--- config.mk ---
export PLATFORM = sky130hd
export DESIGN_NAME = fmap_packer
export DESIGN_NICKNAME = d
export VERILOG_FILES = /design/src/rtl/fmap_pkg.sv /design/src/rtl/fmap_packer.sv
export SDC_FILE = /design/constraint.sdc
export NUM_CORES = 1
export LEC_CHECK = 0
export BUFFER_PORTS_ARGS = -buffer_cell sky130_fd_sc_hd__buf_2
export CORE_UTILIZATION = 40
export CTS_CLUSTER_DIAMETER = 40
export DETAILED_ROUTE_END_ITERATION = 6
export GPL_TIMING_DRIVEN = 0
export MAX_ROUTING_LAYER = met4
export PLACE_DENSITY_LB_ADDON = 0.2
export SLEW_MARGIN = 40
export SYNTH_ARGS = -nofsm -noshare
export SYNTH_HDL_FRONTEND = slang
export SYNTH_SLANG_ARGS = --single-unit
--- constraint.sdc ---
create_clock -name clk -period 4.74 [get_ports clk]
set_clock_uncertainty 0.05 [all_clocks]
set_input_delay 0.711 -clock clk [delete_from_list [all_inputs] [get_ports clk]]
set_output_delay 0.711 -clock clk [all_outputs]
set_load 0.03 [all_outputs]
--- src/rtl/fmap_pkg.sv ---
// Shared types and helpers for the flat feature-map packer.
package fmap_pkg;

  localparam int unsigned DATA_WIDTH = 16;

  typedef enum logic {
    StFill,
    StFull
  } state_e;

  // Equivalent to $clog2(n + 1): bits needed to count 0..n.
  function automatic int unsigned cnt_width(input int unsigned n);
    int unsigned w;
    w = 0;
    for (int unsigned i = 0; i < 32; i++) begin
      if ((64'd1 << i) < (64'(n) + 64'd1)) w = i + 1;
    end
    return w;
  endfunction

endpackage

--- src/rtl/fmap_packer.sv ---
// Packs D*H*W stream words into one flat x vector and holds it until x_ack.
// Define LAST_CHECK_EN to add the s_last input and sticky frame_err output.
module fmap_packer #(
  parameter int unsigned DATA_WIDTH = fmap_pkg::DATA_WIDTH,
  parameter int unsigned D          = 1,
  parameter int unsigned H          = 2,
  parameter int unsigned W          = 2,
  localparam int unsigned N         = D * H * W,
  localparam int unsigned CNT_W     = fmap_pkg::cnt_width(N)
) (
  input  logic                    clk,
  input  logic                    reset,
  input  logic [DATA_WIDTH-1:0]   s_data,
  input  logic                    s_valid,
  output logic                    s_ready,
`ifdef LAST_CHECK_EN
  input  logic                    s_last,
  output logic                    frame_err,
`endif
  output logic [0:N*DATA_WIDTH-1] x,
  output logic                    x_valid,
  input  logic                    x_ack,
  output logic [CNT_W-1:0]        fill_cnt
);
  import fmap_pkg::*;

  state_e                   state_q;
  logic [CNT_W-1:0]         fill_cnt_q;
  logic [0:N*DATA_WIDTH-1]  x_q;
  logic                     x_valid_q;
  logic                     s_ready_q;
  logic                     last_word;
`ifdef LAST_CHECK_EN
  logic                     frame_err_q;
`endif

  assign last_word = (fill_cnt_q == CNT_W'(N - 1));

  // s_ready is a registered decode of the next state, held low for one cycle after reset.
  always_ff @(posedge clk or negedge reset) begin
    if (!reset) begin
      state_q     <= StFill;
      fill_cnt_q  <= '0;
      x_q         <= '0;
      x_valid_q   <= 1'b0;
      s_ready_q   <= 1'b0;
`ifdef LAST_CHECK_EN
      frame_err_q <= 1'b0;
`endif
    end else begin
      case (state_q)
        StFill: begin
          s_ready_q <= 1'b1;
          if (s_valid && s_ready_q) begin
            x_q[int'(fill_cnt_q) * DATA_WIDTH +: DATA_WIDTH] <= s_data;
`ifdef LAST_CHECK_EN
            if (s_last != last_word) frame_err_q <= 1'b1;
`endif
            if (last_word) begin
              state_q    <= StFull;
              fill_cnt_q <= '0;
              s_ready_q  <= 1'b0;
              x_valid_q  <= 1'b1;
            end else begin
              fill_cnt_q <= fill_cnt_q + CNT_W'(1);
            end
          end
        end
        StFull: begin
          if (x_ack) begin
            state_q   <= StFill;
            x_valid_q <= 1'b0;
            s_ready_q <= 1'b1;
          end
        end
        default: state_q <= StFill;
      endcase
    end
  end

  assign x        = x_q;
  assign x_valid  = x_valid_q;
  assign s_ready  = s_ready_q;
  assign fill_cnt = fill_cnt_q;
`ifdef LAST_CHECK_EN
  assign frame_err = frame_err_q;
`endif

endmodule

==> flow_summary_export.csv <==
group,metric,value,unit
floorplanning,start_util,0.414,
cells_and_area,layout-drive-gt1-share,0.274,
yosys,avgSynthCellArea,10.2,um2
yosys,synth_nets,338,
placement,dp_hpwl,5.45,mm
cts,cts_sinks,70,
status,status,"finished clean",
detailed_routing,dr.pass1.iters,4,
critical_path,cp_cell_sequence,"clkbuf_1, buf_2, inv_2, ha_1, or3b_1, buf_4, buf_6, mux2i_1",
detailed_routing,highest_layer,"met4",
timing,fin_crit_sh,0.478,
yosys,async_flop_share,1.00,
floorplanning,std_cell_rows,32,
floorplanning,ios,89,
critical_path,cp-endpoint,"x[3]",
flow_run,drv_cap,0,
timing,holdWs,0.153,ns
critical_path,cpMaxStageDelayCell,"dfrtp_1",
detailed_routing,wl_met1,3.67,mm
yosys,synth_flop_cell,"dfrtp_1",
cells_and_area,finalNonFillerCells,521,
cts,clkTransAtPathRegs,0.08,ns
yosys,synth_commonest_cells,"dfrtp_1 (70), nand2_1 (53), inv_1 (50)",
power,p_leak,2.19,nW
critical_path,reg2reg_slack,2.47,ns
detailed_routing,wl,7.70,mm
placement,portBuffers,88,
critical_path,crit_type,"register to register",
cts,clockBufferDepth,2,
yosys,ys_ff_latch,70,
critical_path,r2r_cells,8,
timing,worst_pin_slew,0.541,ns
critical_path,max_stage_delay,0.44,ns
global_route,antenna_found_initial,0,
timing,hold_viol,0,
floorplanning,die_w,91.5,um
cts,postCtsSetupBuffers,0,
detailed_routing,drcViolationCount,0,
timing,fin_crit,2.27,ns
cells_and_area,finish.instance_area,4050,um2
cells_and_area,area_delta_synth_final,26.5,%
critical_path,worstSetupEndpointType,"register",
cts,clockRootBuffer,"clkbuf_8",
critical_path,reg2reg_from,"fill_cnt[1]",
detailed_routing,dr_wl_met3,360,um
floorplanning,die_y,91.5,um
global_route,grt_pass1_wl,12.6,mm
detailed_routing,wl_per_cell,14.8,um
critical_path,start_kind,"register",
placement,place.gp.congestion,0.767,
power,p_total,3.01,mW
floorplanning,dieArea,8360,um2
cells_and_area,finish.utilization,0.524,
cts,clk_latency,0.34,ns
placement,dp_slack,2.48,ns
worst_hold_path,min_path_type,"primary input to async pin",
power,peakVddDrop,0.000253,V
cells_and_area,layout.nets,438,
yosys,yosysUniqueCellTypes,26,
yosys,synthCells,314,
floorplanning,core-area,7730,um2
cts,cts_tree,"yes",
global_route,grt_max_degree,51,
timing,setup-tns-final,0,ns
cells_and_area,antenna_cells,0,
timing,finalWorstSetupSlack,2.47,ns
yosys,netlist_top_cells_area,"dfrtp_1 (55%), mux2i_1 (15%), nand2_1 (6.2%)",
detailed_routing,via_per_inst,4.81,
yosys,yosysTopAreaCell,"dfrtp_1",
yosys,yosysMostFrequentCell,"dfrtp_1",
yosys,synth_top_area_frac,0.547,
critical_path,worstPathArrival,2.48,ns
detailed_routing,routed-wl-met2,3.55,mm
timing,fmax,441,MHz
yosys,synth_edf_count,0,
placement,placed_cell_area,3800,um2
power,power_density,742,nW/um2
timing,setup_viol,0,
detailed_routing,ant_nets,0,
yosys,ys_seq_area_frac,0.547,
detailed_routing,vias,2505,
cts,htreeDepth,3,
global_route,grt_pass1_vias,2388,
placement,numPlacedInstances,505,
cts,cts_resized,0,
critical_path,critPathRequiredTime,4.96,ns
yosys,synthesis.area,3200,um2
timing,slew_violations,0,
detailed_routing,drt-initial-drc-count,109,
global_route,grtUsageTotal,0.203,
cts,cts_hold_buffers,0,
timing,rsz0062_at_grt,"false",
cts,cts_buffers,9,
critical_path,r2r-end,"x[3]",
yosys,ys_warn_count,0,
timing,max_slew_margin,0.639,
critical_path,crit_start,"fill_cnt[1]",
global_route,overflow,0,
critical_path,cp_max_fo,10,
## routing by layer
| layer | global-route usage | vias up |
|---|---|---|
| met2 | 0.299 | 71 |
| li1 | - | 1204 |
| met1 | 0.278 | 1221 |
| met4 | 0.0873 | 0 |
| met5 | - | - |
| met3 | 0.0327 | 9 |
## layout by cell type, fill, tap and decap left out, drive strengths merged
cell type,instances
o21ai,19
dfrtp,70
nor3b,1
mux2i,48
or2b,1
clkbuf,25
clkinvlp,1
nor2,4
nand2b,1
a21o,1
nor2b,2
bufinv,3
nand3b,1
o31ai,16
clkinv,1
ha,4
buf,98
inv,51
nand2,53
nand3,16
or3b,2
o21a,1
## sequential cells by signal, summed over array words and instances (netlist names)
register and flops:
x 64, fill_cnt 3, x_valid 1, state_q 1, s_ready 1
## critical path, delay by kind of cell, from the launching register on
| family | cells | cell delay (ns) |
|---|---|---|
| adder cells (fa/ha/maj) | 1 | 0.17 |
| buffers and inverters | 5 | 1.16 |
| flip-flops | 1 | 0.44 |
| multiplexers | 1 | 0.20 |
| AND/OR/NAND/NOR | 1 | 0.16 |
## area by class of cell
cell class	instances	area, um2
inverters	51	191
repair buffers	89	474
well taps	102	128
clock inverters	5	106
multi-input cells	170	1130
clock buffers	11	141
fillers	729	3680
plain buffers	23	129
flip-flops and latches	70	1750
## how the worst min path moves through the flow
stage | end | slack (ns) | cells past startpoint
2_1_floorplan | fill_cnt[0] | 0.37 | 0
3_3_place_gp | x_valid | 0.41 | 1
3_5_place_dp | x_valid | 0.42 | 1
4_1_cts | x[4] | 0.14 | 1
5_1_grt | x[36] | 0.16 | 1
6_report | x[36] | 0.15 | 1
## cell families after synthesis
kind of cell               after synthesis  share of synthesized area
and+or+nand+nor                         81                      0.115
buffers and inverters                   74                      0.100
DFF                                     70                      0.547
muxes                                   48                      0.150
AOI/OAI and AO/OA                       37                     0.0719
adders and majority gates                4                     0.0156
## report_power, final
group	total [mW]	switching, mW	internal, mW
sequential	0.960	0.129	0.831
clock	0.595	0.230	0.365
combinational	1.45	1.01	0.445
(Power assumes the default switching activity.)
